--- config.mk ---
export PLATFORM = sky130hd
export DESIGN_NAME = if_fetch_bridge
export DESIGN_NICKNAME = d
export VERILOG_FILES = /design/src/rtl/if_fetch_bridge.sv
export SDC_FILE = /design/constraint.sdc
export NUM_CORES = 1
export LEC_CHECK = 0
export ABC_AREA = 0
export CORE_AREA = 2 2 141 115
export CTS_BUF_LIST = sky130_fd_sc_hd__clkbuf_2
export DETAILED_ROUTE_END_ITERATION = 12
export DIE_AREA = 0 0 143 117
export PLACE_DENSITY = 0.65
export SLEW_MARGIN = 25
export SYNTH_ARGS = -nofsm -noshare
export SYNTH_HDL_FRONTEND = slang
export SYNTH_SLANG_ARGS = --single-unit
--- constraint.sdc ---
create_clock -name clk -period 2.45 [get_ports clk]
set_input_delay 0.3675 -clock clk [delete_from_list [all_inputs] [get_ports clk]]
set_output_delay 0.3675 -clock clk [all_outputs]
set_load 0.005 [all_outputs]
--- src/rtl/if_fetch_bridge.sv ---
// Fetch-side responder: one-entry instruction buffer in front of a ready/valid
// instruction memory, raising stallreq until the word for pc is buffered.
module if_fetch_bridge #(
  parameter int ADDR_W = 32,
  parameter int DATA_W = 32
) (
  input  logic              clk,
  input  logic              rst,
  input  logic              ce,
  input  logic [ADDR_W-1:0] pc,
  input  logic              flush,
  output logic [DATA_W-1:0] inst_o,
  output logic              stallreq,
  output logic              fetch_err,
  output logic              mem_req,
  output logic [ADDR_W-1:0] mem_addr,
  input  logic              mem_ready,
  input  logic [DATA_W-1:0] mem_rdata
);

  typedef enum logic [1:0] {IDLE, BUSY, DISCARD} state_t;

  state_t            state_q, state_d;
  logic              mem_req_q, mem_req_d;
  logic [ADDR_W-1:0] mem_addr_q, mem_addr_d;
  logic              buf_valid_q, buf_valid_d;
  logic [ADDR_W-1:0] buf_addr_q, buf_addr_d;
  logic [DATA_W-1:0] buf_data_q, buf_data_d;

  logic hit;
  logic misal;

  assign hit       = buf_valid_q && (buf_addr_q == pc);
  assign misal     = ce && (pc[1:0] != 2'b00);
  assign fetch_err = misal;
  assign stallreq  = ce && !misal && !hit;
  assign inst_o    = (ce && hit && !misal) ? buf_data_q : '0;
  assign mem_req   = mem_req_q;
  assign mem_addr  = mem_addr_q;

  always_comb begin
    state_d     = state_q;
    mem_req_d   = mem_req_q;
    mem_addr_d  = mem_addr_q;
    buf_valid_d = buf_valid_q;
    buf_addr_d  = buf_addr_q;
    buf_data_d  = buf_data_q;

    // Disabled fetch invalidates the buffer, but a landing word still fills it.
    if (!ce) buf_valid_d = 1'b0;

    case (state_q)
      IDLE: begin
        if (ce && !misal && !hit && !flush) begin
          mem_addr_d = pc;
          mem_req_d  = 1'b1;
          state_d    = BUSY;
        end
      end
      BUSY: begin
        if (mem_ready) begin
          mem_req_d = 1'b0;
          state_d   = IDLE;
          if (!flush) begin
            buf_addr_d  = mem_addr_q;
            buf_data_d  = mem_rdata;
            buf_valid_d = 1'b1;
          end
        end else if (flush) begin
          state_d = DISCARD;
        end
      end
      DISCARD: begin
        // The bus transfer must finish; its data is simply dropped.
        if (mem_ready) begin
          mem_req_d = 1'b0;
          state_d   = IDLE;
        end
      end
      default: begin
        mem_req_d = 1'b0;
        state_d   = IDLE;
      end
    endcase

    if (flush) buf_valid_d = 1'b0;
  end

  always_ff @(posedge clk) begin
    if (rst) begin
      state_q     <= IDLE;
      mem_req_q   <= 1'b0;
      mem_addr_q  <= '0;
      buf_valid_q <= 1'b0;
      buf_addr_q  <= '0;
      buf_data_q  <= '0;
    end else begin
      state_q     <= state_d;
      mem_req_q   <= mem_req_d;
      mem_addr_q  <= mem_addr_d;
      buf_valid_q <= buf_valid_d;
      buf_addr_q  <= buf_addr_d;
      buf_data_q  <= buf_data_d;
    end
  end

endmodule
# Word level (Yosys, flattened, before mapping)
# Index checks and enable logic that the tools add are counted.
dict set report totals {
  ff_bits 100
  input_bits 69
  out_inout_bits 67
  wordCells 44
}
dict set report classes {
  eq_ne 7
  mux 12
  bitwise_logic 1
  reduce_logical 18
}
# operator count
set op_table {}
lappend op_table {{32-bit equality test} 1}
lappend op_table {{32-bit 2-to-1 mux} 1}
lappend op_table {{2-bit 2-to-1 mux} 4}
lappend op_table {{1-bit logical AND} 7}
lappend op_table {{2-bit case mux with 3 select lines} 1}
lappend op_table {{3-bit AND reduction} 2}
lappend op_table {{1-bit 2-to-1 mux} 5}
lappend op_table {{2-bit != test (second input constant)} 2}
lappend op_table {{2-bit AND reduction} 2}
lappend op_table {{2-bit OR reduction} 2}
lappend op_table {{1-bit logical NOT} 3}
lappend op_table {{3-bit != test (second input constant)} 1}
lappend op_table {{2-bit by 1-bit equality test with 1-bit output (second input constant)} 1}
lappend op_table {{2-bit equality test (second input constant)} 1}
lappend op_table {{2-bit logical NOT} 1}
lappend op_table {{2-bit by 1-bit != test with 1-bit output (second input constant)} 1}
lappend op_table {{1-bit case mux with 2 select lines} 1}
lappend op_table {{2-bit nonzero test} 1}
lappend op_table {{1-bit NOT} 1}

# Logic depth before layout (Yosys ltp)
dict set report logic_depth {
  depth_word 8
  ltp_mapped 8
}

# Least setup slack after synthesis
# Ideal clock, no wire load.
dict set report synth_path {
  path_kind {input port to output port}
  startpoint {input port pc[16]}
  endpoint {output port inst_o[0]}
  t_arrival_ps 1804
  required_ps 2082
  setup_slack_ps 278
  stages 8
  path_buffers 2
  path_cell_list {nor2b_1 > a2111o_1 > nor4_1 > and4_1 > buf_4 > and2b_2 > buf_6 > and2_1}
}
dict set report synth_via {
  elab_chain_cells 5
}
# element line
set synth_lines {}
lappend synth_lines {{start: declaration} 10} ;# input logic [ADDR_W-1:0] pc,
lappend synth_lines {{32-bit equality test} 33} ;# assign hit = buf_valid_q && (buf_addr_q == pc);
lappend synth_lines {{1-bit logical AND} 33}
lappend synth_lines {{1-bit logical AND (2 in series)} 37} ;# assign inst_o = (ce && hit && !misal) ? buf_data_q : '0;
lappend synth_lines {{32-bit 2-to-1 mux} 37}
lappend synth_lines {{end: declaration} 12} ;# output logic [DATA_W-1:0] inst_o,
# Every way passes these cells.

# Final worst setup path
dict set report layout_path {
  startpoint {register buf_addr_q[16]}
  endpoint {output port inst_o[10]}
}
dict set report layout_via {
  elab_chain_cells 5
}
# element line
set layout_lines {}
lappend layout_lines {{start: declaration} 27} ;# logic [ADDR_W-1:0] buf_addr_q, buf_addr_d;
lappend layout_lines {{start signal: assignment} 102} ;# buf_addr_q <= buf_addr_d;
lappend layout_lines {{32-bit equality test} 33}
lappend layout_lines {{1-bit logical AND} 33}
lappend layout_lines {{1-bit logical AND (2 in series)} 37}
lappend layout_lines {{32-bit 2-to-1 mux} 37}
# Every way passes these cells.

==> summary.txt <==
die height -> 117 µm
Max-Cap Viols -> 0
cts bufs inserted -> 9
WL/cell -> 13.9 µm
register area share after synthesis -> 44.4%
uppermost layer routed -> met4
vias in the first global route -> 3,556
Final Skew -> 45.0 ps
Synth Register Bits -> 100
vias -> 3,920
Clock Latency Late Sink -> 640 ps
CP Max Fanout -> 8
unrepaired setup endpoints after global routing -> yes
Syn Inst Count -> 541
Post-Route WL -> 12.6 mm
Slew Viols, Final -> 0
Placed Cells -> 883
Required @ worst endpoint -> 2080 ps
initial core utilization -> 29.2%
post-route design area -> 6600 µm²
status -> complete, but fails checks
met1 wire length -> 6.18 mm
setup TNS -> -16,680 ps
DR WL met2 -> 5.72 mm
router iterations before antenna repair -> 4
cell area after synthesis -> 4510 µm²
family with the most delay on the worst path -> simple AND/OR/NAND/NOR gates
post-route insts no fill -> 910
CTS tree -> done
GPL Wtd Cong -> 0.848
DRC Markers -> 0
CP Class -> reg -> out
Post-DP HPWL -> 8.71 mm
Synth warnings -> 0
slew margin rel. -> 66.6%
DR vias/cell -> 4.31
Final Hold Vio Count -> 0
Fmax -> 0.333 GHz
fin crit period -> 3000 ps
Total Power -> 0.00280 W
clock sink total -> 100
grt ovf -> 0
clock buffer depth -> 2
PortBufs -> 135
violated checks -> negative setup slack
# setup viols final -> 33
clk slew on worst S/H paths -> 270 ps
share of cells above drive strength 1 -> 19.0%
worst hold slack -> 174 ps
pwr/cell area -> 425 nW/µm²
# diodes -> 0
Most common cell on crit path -> buf_6
Synth Area per Inst -> 8.33 µm²
length of routed met3 wiring -> 608 µm
Nets -> 762
measured slew at the worst slew-check pin -> 499 ps
syn nets -> 613
most frequent cells in the layout -> 132 x nand2_1, 101 x clkdlybuf4s50_1, 94 x dfxtp_1
Slowest-stage cell, CP -> dfxtp_2
Synth cell types -> 29
clock root buffer -> clkbuf_2
die footprint -> 16,700 µm²
first-pass GRT wire length -> 19.5 mm
commonest non-fill, non-tap cell in the layout -> nand2_1
Final Cycle Share -> 123%
CP Capture Type -> primary output
r2r setup slk -> 130 ps
setup slack after layout -> -553 ps
WP buf/inv -> 4
Max VDD drop -> 0.000233 V
area grow syn2layout -> 46.4%
CP Cell Sequence -> nor2b_1, a2111o_1, nor4_1, and4_1, and2b_2, buf_6, buf_6, buf_16, and2_4, buf_6
largest net degree at the start of global routing -> 57
initial antenna violation count -> 0
Core Region -> 15,400 µm²
Die W -> 143 µm
Core Rows -> 41
Worst setup SP type -> flop
Critical Path Max Stage Delay -> 390 ps
H-tree depth -> 3
Leak Pwr -> 2.32 nW
1st-iter DRT viols -> 162
GRT Overall Usage -> 15.3%
number of routed nets with antenna violations -> 0
placed cell area -> 6220 µm²
Crit path arrival time -> 2640 ps
Worst Hold Class -> in -> reg
io pins -> 136
-- power by group --
part,switching (W),total [W],internal (W)
Clock,0.000580,0.000815,0.000235
Sequential,0.0000120,0.00166,0.00165
Combinational,0.000130,0.000328,0.000198
-- path summary, 6_finish.rpt --
path | from | endpoint | cells after the start
max | buf_addr_q[16]$_SDFFE_PP0P_ | inst_o[10] | 10
min | rst | buf_addr_q[14]$_SDFFE_PP0P_ | 2
max reg2reg | buf_addr_q[31]$_SDFFE_PP0P_ | mem_addr[4]$_SDFFE_PP0P_ | 11
min reg2reg | buf_data_q[26]$_SDFFE_PP0P_ | buf_data_q[26]$_SDFFE_PP0P_ | 2
-- final cells by class --
cell class | instances | area, µm²
Fill cell | 1541 | 8840
Multi-Input combinational cell | 400 | 2460
Sequential cell | 100 | 2010
Timing Repair Buffer | 171 | 1710
Tap cell | 215 | 269
Clock inverter | 6 | 65.1
Clock buffer | 10 | 50.0
Inverter | 8 | 30.0
-- metrics by stage --
stage | utilization [%] | setup slack (ps)
after floorplan | - | 278
after global placement | 40.3 | -795
after detailed placement | 40.3 | -780
after CTS | 42.2 | -670
after global routing | 42.7 | -720
final | 42.7 | -553
-- cell usage after synthesis (all sizes together) --
cell type	instances	area, µm²
clkbuf	26	97.6
dfxtp	100	2000
o22ai	1	6.26
nor2	11	41.3
nor4	3	18.8
a21oi	65	325
ha	3	37.5
nand4	4	25.0
buf	7	75.1
nor3b	2	25.0
a2111o	1	11.3
nand3	3	15.0
nor3	1	5.00
xnor2	20	175
and4	1	8.76
o2111ai	5	43.8
a222oi	1	10.0
nor2b	5	31.3
and2	32	200
a211oi	1	7.51
o21a	2	15.0
and2b	1	8.76
mux2i	31	310
inv	8	30.0
nand2b	74	463
nor4b	1	23.8
nand2	132	495
-- state kept, by name (all words and copies together) (netlist names) --
| name | cells |
|---|---|
| buf_addr_q | 32 |
| state_q | 2 |
| mem_req | 1 |
| buf_valid_q | 1 |
| buf_data_q | 32 |
| mem_addr | 32 |
-- worst reg2reg max path, delay by kind of cell (launching register included) --
kind | cells | cell delay, ps
AND/OR/NAND/NOR | 4 | 820
buffers and inverters | 5 | 730
flip-flops | 1 | 390
multiplexers | 1 | 190
XOR/XNOR | 1 | 120
-- cell families after synthesis --
group,share of synthesized area (%)
AOI/OAI and AO/OA,9.30
buffers and inverters,4.50
and+or+nand+nor,30.2
DFF,44.4
muxes,6.88
xor gates and xnor gates,3.89
adders and majority gates,0.833
-- repair_timing --
| item | CTS | global route |
|---|---|---|
| endpoints found under the setup margin | 33 | 33 |
| hold buffers | 0 | 0 |
| setup buffers | 7 | 4 |
| cloned | 3 | 0 |
| gates resized for setup | 179 | 21 |
| pin swaps | 27 | 4 |
-- routing by layer --
layer  track usage, %  vias up
met3             5.09        9
met2             22.9       72
met4             3.56        0
met5                0        -
met1             21.6     1791
li1                 -     2048
No activity file was read; power rests on OpenSTA's default activity.
==> RTL change 1, RTL diff (same settings) <==
The 3 states of `state_t` get a one-hot encoding in 3 bits.
--- a/src/rtl/if_fetch_bridge.sv
+++ b/src/rtl/if_fetch_bridge.sv
@@ -18,7 +18,7 @@
   input  logic [DATA_W-1:0] mem_rdata
 );
 
-  typedef enum logic [1:0] {IDLE, BUSY, DISCARD} state_t;
+  typedef enum logic [2:0] {IDLE = 3'b001, BUSY = 3'b010, DISCARD = 3'b100} state_t;
 
   state_t            state_q, state_d;
   logic              mem_req_q, mem_req_d;
Behaviour: same outputs for any inputs over 4 cycles, from zero or initial values and one cycle with rst high; so few cycles prove little.
==> RTL change 1 against the original RTL <==
  * The flow still finishes with violations (negative setup slack)
  * Sequential cell count up 1
  * Routed wire length fell by 4.5%
  * Final area fell by 6.3%
  * Synthesized area fell by 2.0%
  * Total power is 4.5% lower
  * Die area stayed put
  * Worst setup slack better by 82 ps
  * Synthesized cell count is 3.1% lower
  * Critical path type unchanged
  * Largest power group unchanged
  * Highest routed layer unchanged
==> RTL change 1: results (changes against the original RTL) <==
run status complete, but fails checks; violated checks negative setup slack; Arrival @ worst endpoint 2550 ps (-90 ps); pin count of the biggest net entering global routing 92 (+61%); r2r startpoint buf_addr_q[9]; Post-Syn Nets 593 (-3.3%); total number of nets in the final design 723 (-5.1%); final-report setup violation count 33 (unchanged); Worst Hold Path EP buf_valid_q; via count of the first global-routing pass 3702 (+4.1%); dominant cells by area after synthesis sky130_fd_sc_hd__dfxtp_1 (46%), sky130_fd_sc_hd__nand2_1 (11%), sky130_fd_sc_hd__nand2b_1 (8.5%), sky130_fd_sc_hd__a21oi_1 (7.6%), sky130_fd_sc_hd__mux2i_1 (6.8%); total number of vias 3865 (-1.4%); clk_skew 32.44 ps (-12.54 ps); share of the yosys chip area belonging to registers 45.75% (+1.3 points); # fillers 1515 (-1.7%); design area 6186 um^2 (-6.3%); antenna fix cells 0 (unchanged); Reg-to-Reg End mem_addr[13]; worst rel slew slack 70.87% (+4.3 points); total half-perimeter wirelength after legalization and detailed placement 8434 um (-3.2%); global-route wire length before repair 18840 um (-3.2%); Critical Path Fanout Max 32 (+24); clock latency of the later-clocked register in the worst-skew pair 600 ps (-40 ps); number of violations reported at the end of detailed-routing iteration 0 178 (+9.9%); smallest setup slack after layout -470.4 ps (+82.34 ps); Placed Instance Area 6077 um^2 (-2.2%); final wirelength 12050 um (-4.5%); number of cell instances on the worst register-to-register path 8 (-3); Place WS -951.5 ps (-171.1 ps); gr usage total 14.64% (-0.71 points); fraction of final layout cells with drive strength greater than 1 13.05% (-5.9 points); Final Hold Slack 144.2 ps (-29.95 ps); VDD IR max 0.2122 mV (-8.8%); top cells by instance count after synthesis sky130_fd_sc_hd__nand2_1 (131), sky130_fd_sc_hd__dfxtp_1 (101), sky130_fd_sc_hd__a21oi_1 (67), sky130_fd_sc_hd__nand2b_1 (60), sky130_fd_sc_hd__and2_1 (32); reported leakage power 2.110 nW (-9.2%)
[RTL change 1: cell types whose count changed in the layout (fill, tap and decap cells not counted), sizes merged, moves of 4 or more]
cell	delta
nor2	-7
o2111ai	-5
xor2	+4
clkbuf	+18
xnor2	+7
clkdlybuf4s15	+10
nand2b	-14
buf	-46
inv	-4
[RTL change 1: area by class of cell]
cell class                 instances  share of cell area (%)
timing repair buffer             153                   23.75
inverter                           3                  0.1820
tap                              215                   4.349
clock inverter                     6                  0.6270
clock buffer                      10                  0.8091
multi-input combinational        386                   37.44
sequential                       101                   32.85
[RTL change 1: critical path, cell delays in order (launching register included)]
cell	delay (ps)
sky130_fd_sc_hd__dfxtp_2	420
sky130_fd_sc_hd__xnor2_2	110
sky130_fd_sc_hd__nand4_1	180
sky130_fd_sc_hd__nor4_2	350
sky130_fd_sc_hd__nand4_1	190
sky130_fd_sc_hd__nor2_2	170
sky130_fd_sc_hd__buf_12	180
sky130_fd_sc_hd__and2_1	140
sky130_fd_sc_hd__clkdlybuf4s15_1	200
[RTL change 1: worst max-delay path by stage]
stage | from | to | slack [ps]
6_report | buf_addr_q[9] | inst_o[10] | -470
3_5_place_dp | pc[1] | inst_o[24] | -950
5_1_grt | buf_addr_q[9] | inst_o[10] | -760
4_1_cts | buf_addr_q[29] | inst_o[24] | -600
2_1_floorplan | pc[9] | inst_o[10] | 490
3_3_place_gp | pc[1] | inst_o[10] | -930
[RTL change 1: power by group]
| part | switching (W) | internal, W |
|---|---|---|
| Clock | 0.000564 | 0.000137 |
| Sequential | 0.0000102 | 0.00166 |
| Combinational | 0.000118 | 0.000187 |
[RTL change 1: logic make-up (layout without fill, tap and decap cells)]
logic type | Yosys count | in the layout | share of synthesized area [%]
and+or+nand+nor | 251 | 251 | 28.62
buffers and inverters | 37 | 172 | 3.935
AOI/OAI and AO/OA | 74 | 74 | 8.749
muxes | 30 | 30 | 6.795
DFF | 101 | 101 | 45.75
xor gates and xnor gates | 31 | 31 | 6.144
[RTL change 1: metrics by stage]
step	setup TNS, ps	cells
2_1_floorplan	0	524
5_1_grt	-22070	874
3_5_place_dp	-42970	857
6_report	-13310	874
4_1_cts	-18510	874
3_3_place_gp	-42350	857
[RTL change 1: layer usage]
| layer | track usage, % | vias to the layer above | share of wire [%] |
|---|---|---|---|
| li1 | - | 1958 | - |
| met1 | 18.73 | 1794 | 46 |
| met2 | 23.67 | 102 | 45 |
| met3 | 5.004 | 11 | 7.0 |
| met4 | 4.158 | 0 | 1.5 |
| met5 | 0 | - | 0 |
[RTL change 1: timing repair]
item,CTS,global route
endpoints found under the setup margin,33,33
buffers inserted,1,1
cloned,0,0
pin swaps,4,0
resized for setup,79,39
==> RTL change 2, RTL diff (config.mk and constraints unchanged) <==
Made on the original files. Set the parameter `ADDR_W` to 64 (it was 32).
--- a/src/rtl/if_fetch_bridge.sv
+++ b/src/rtl/if_fetch_bridge.sv
@@ -1,7 +1,7 @@
 // Fetch-side responder: one-entry instruction buffer in front of a ready/valid
 // instruction memory, raising stallreq until the word for pc is buffered.
 module if_fetch_bridge #(
-  parameter int ADDR_W = 32,
+  parameter int ADDR_W = 64,
   parameter int DATA_W = 32
 ) (
   input  logic              clk,
Interface: changed (resized mem_addr and pc); port bits go from 136 to 200. No check against the original RTL was run, so the function may have changed too.
==> RTL change 2 against the original RTL <==
  * The run still ends with negative setup slack left
  * Clock power rose by 58%
  * Sequential power grew 64%
  * Routed wire length grew 69%
  * Global-route usage grew 9.3 points
  * Final area up 57%
  * Total power increased by 63%
  * First-iteration DRC count grew to 3.0 times the old value
  * Worst setup slack got worse by 440 ps
  * Die area stayed put
  * Synthesized area is 60% higher
  * Sequential cell count is 64 higher
  * Final cell count grew 44%
  * Critical endpoint is now inst_o[31]
==> RTL change 2: results (changes against the original RTL) <==
Critical Path Fanout Max 16 (+8); RD Place Congestion 0.8606 (+1.5%); via-per-instance ratio 4.927 (+14%); final wirelength 21260 um (+69%); Hold Path Origin mem_rdata[10]; total number of vias 6469 (+65%); Synth cell types 35 (+21%); clk_skew 27.69 ps (-17.29 ps); run status complete, but fails checks; CTS H-Tree Depth 4 (+1); setup total negative slack -68530 ps (-51850 ps); Final Hold Slack 128.1 ps (-46.09 ps); number of cell instances on the worst register-to-register path 15 (+4); clock latency of the later-clocked register in the worst-skew pair 740 ps (+100 ps); number of violations reported at the end of detailed-routing iteration 0 479 (+200%); instance count after placement with tap cells included 1261 (+43%); top cells by instance count after synthesis sky130_fd_sc_hd__nand2_1 (253), sky130_fd_sc_hd__dfxtp_1 (164), sky130_fd_sc_hd__a21oi_1 (97), sky130_fd_sc_hd__nand2b_1 (83), sky130_fd_sc_hd__mux2i_1 (63); fraction of final layout cells with drive strength greater than 1 14.75% (-4.2 points); r2r startpoint buf_addr_q[45]; Post-Syn Nets 971 (+58%); global-route wire length before repair 31470 um (+62%); setup slack on the worst flop-to-flop path -760 ps (-890 ps); total number of nets in the final design 1191 (+56%); dominant cells by area after synthesis sky130_fd_sc_hd__dfxtp_1 (46%), sky130_fd_sc_hd__nand2_1 (13%), sky130_fd_sc_hd__mux2i_1 (8.8%), sky130_fd_sc_hd__nand2b_1 (7.2%), sky130_fd_sc_hd__a21oi_1 (6.7%); share of the yosys chip area belonging to registers 45.63% (+1.2 points); VDD IR max 0.4012 mV (+72%); transition time of the tightest slew-check pin 993.9 ps (+494.5 ps); TritonCTS Buffers 17 (+8); pin count of the biggest net entering global routing 170 (+200%); hold-critical path depth 3 (+1); via count of the first global-routing pass 5735 (+61%); final-report setup violation count 100 (+200%); Cells after Synth 867 (+60%); smallest setup slack after layout -989.5 ps (-436.8 ps); violated checks negative setup slack; gr usage total 24.67% (+9.3 points); total half-perimeter wirelength after legalization and detailed placement 14170 um (+63%); Worst Hold Path EP buf_data_q[10]; reported leakage power 3.613 nW (+56%); Reg-to-Reg End mem_addr[27]; number of buffer cells added on primary ports 199 (+47%); Arrival @ worst endpoint 3070 ps (+430 ps)
RTL change 2: cell count changes in the layout (fill, tap and decap cells not counted), sizes merged, moves of 10 or more:
cell           unedited run  this run
buf                      67        77
dfxtp                   100       164
nand2                   132       253
xnor2                    20        34
a21oi                    65        97
mux2i                    31        63
clkdlybuf4s50           101       165
xor2                      0        10
inv                       8        19
clkbuf                   10        20
RTL change 2: power by group:
| part | internal [W] | switching [W] | leakage, nW |
|---|---|---|---|
| clock network | 0.000270 | 0.00102 | 0.108 |
| logic | 0.000315 | 0.000241 | 2.18 |
| registers | 0.00270 | 0.0000219 | 1.33 |
| total | 0.00329 | 0.00128 | 3.61 |
RTL change 2: worst max-delay path by stage:
stage	start	to	slack [ps]	cells past startpoint
floorplan	pc[45]	inst_o[0]	210	7
global route	buf_addr_q[45]	inst_o[28]	-1190	8
finish	buf_addr_q[45]	inst_o[31]	-990	8
CTS	buf_addr_q[46]	inst_o[29]	-1030	12
detailed placement	pc[45]	inst_o[10]	-1200	9
global placement	pc[45]	inst_o[31]	-1210	9
RTL change 2: cells by family (layout without fill, tap and decap cells):
kind of cell / count (synthesis) / after routing / synth area share (%)
AOI/OAI and AO/OA: 116 / 117 / 9.113
DFF: 164 / 164 / 45.63
adders and majority gates: 3 / 3 / 0.5218
muxes: 63 / 63 / 8.765
buffers and inverters: 70 / 300 / 4.122
xor gates and xnor gates: 44 / 44 / 5.357
and+or+nand+nor: 407 / 407 / 26.49
RTL change 2: area by class of cell:
type                       count  area, um^2
fill                        1321        5114
multi-input combinational    634        3811
sequential                   164        3292
timing repair buffer         256        2714
tap                          215       269.0
clock inverter                13       103.9
clock buffer                  17       85.08
inverter                      14       52.55
RTL change 2: routing by layer:
layer  track usage, %  wire length [um]  up-vias  share of wire, %
met5                0                 0        -                 0
met4            4.950               159        0              0.75
met3            6.143              1294       12               6.1
met2            35.50              9003      164                42
met1            37.39             10800     3030                51
li1                 -                 -     3263                 -
RTL change 2: metrics by stage:
stage / instance area [um^2] / setup slack [ps] / power, W / util [%]
after global placement: 9587 / -1213 / 0.003295 / 62.09
after CTS: 10140 / -1034 / 0.004589 / 65.66
after global routing: 10330 / -1192 / 0.004754 / 66.88
after floorplan: 7194 / 210.7 / 0.002969 / -
after detailed placement: 9587 / -1195 / 0.003295 / 62.09
final: 10330 / -989.5 / 0.004571 / 66.88
RTL change 2: repair_timing:
action                                  in CTS  in global routing
cloned                                       8                  2
setup buffers                               11                 10
pin swaps                                   24                 12
gates resized for setup                    158                 45
hold buffers                                 0                  0
endpoints found under the setup margin      99                100
RTL change 2: worst min-delay path: cells and delay by family:
kind | cells | cell delay [ps]
buf+inv | 1 | 390
compound gates | 1 | 50
simple gates | 1 | 50
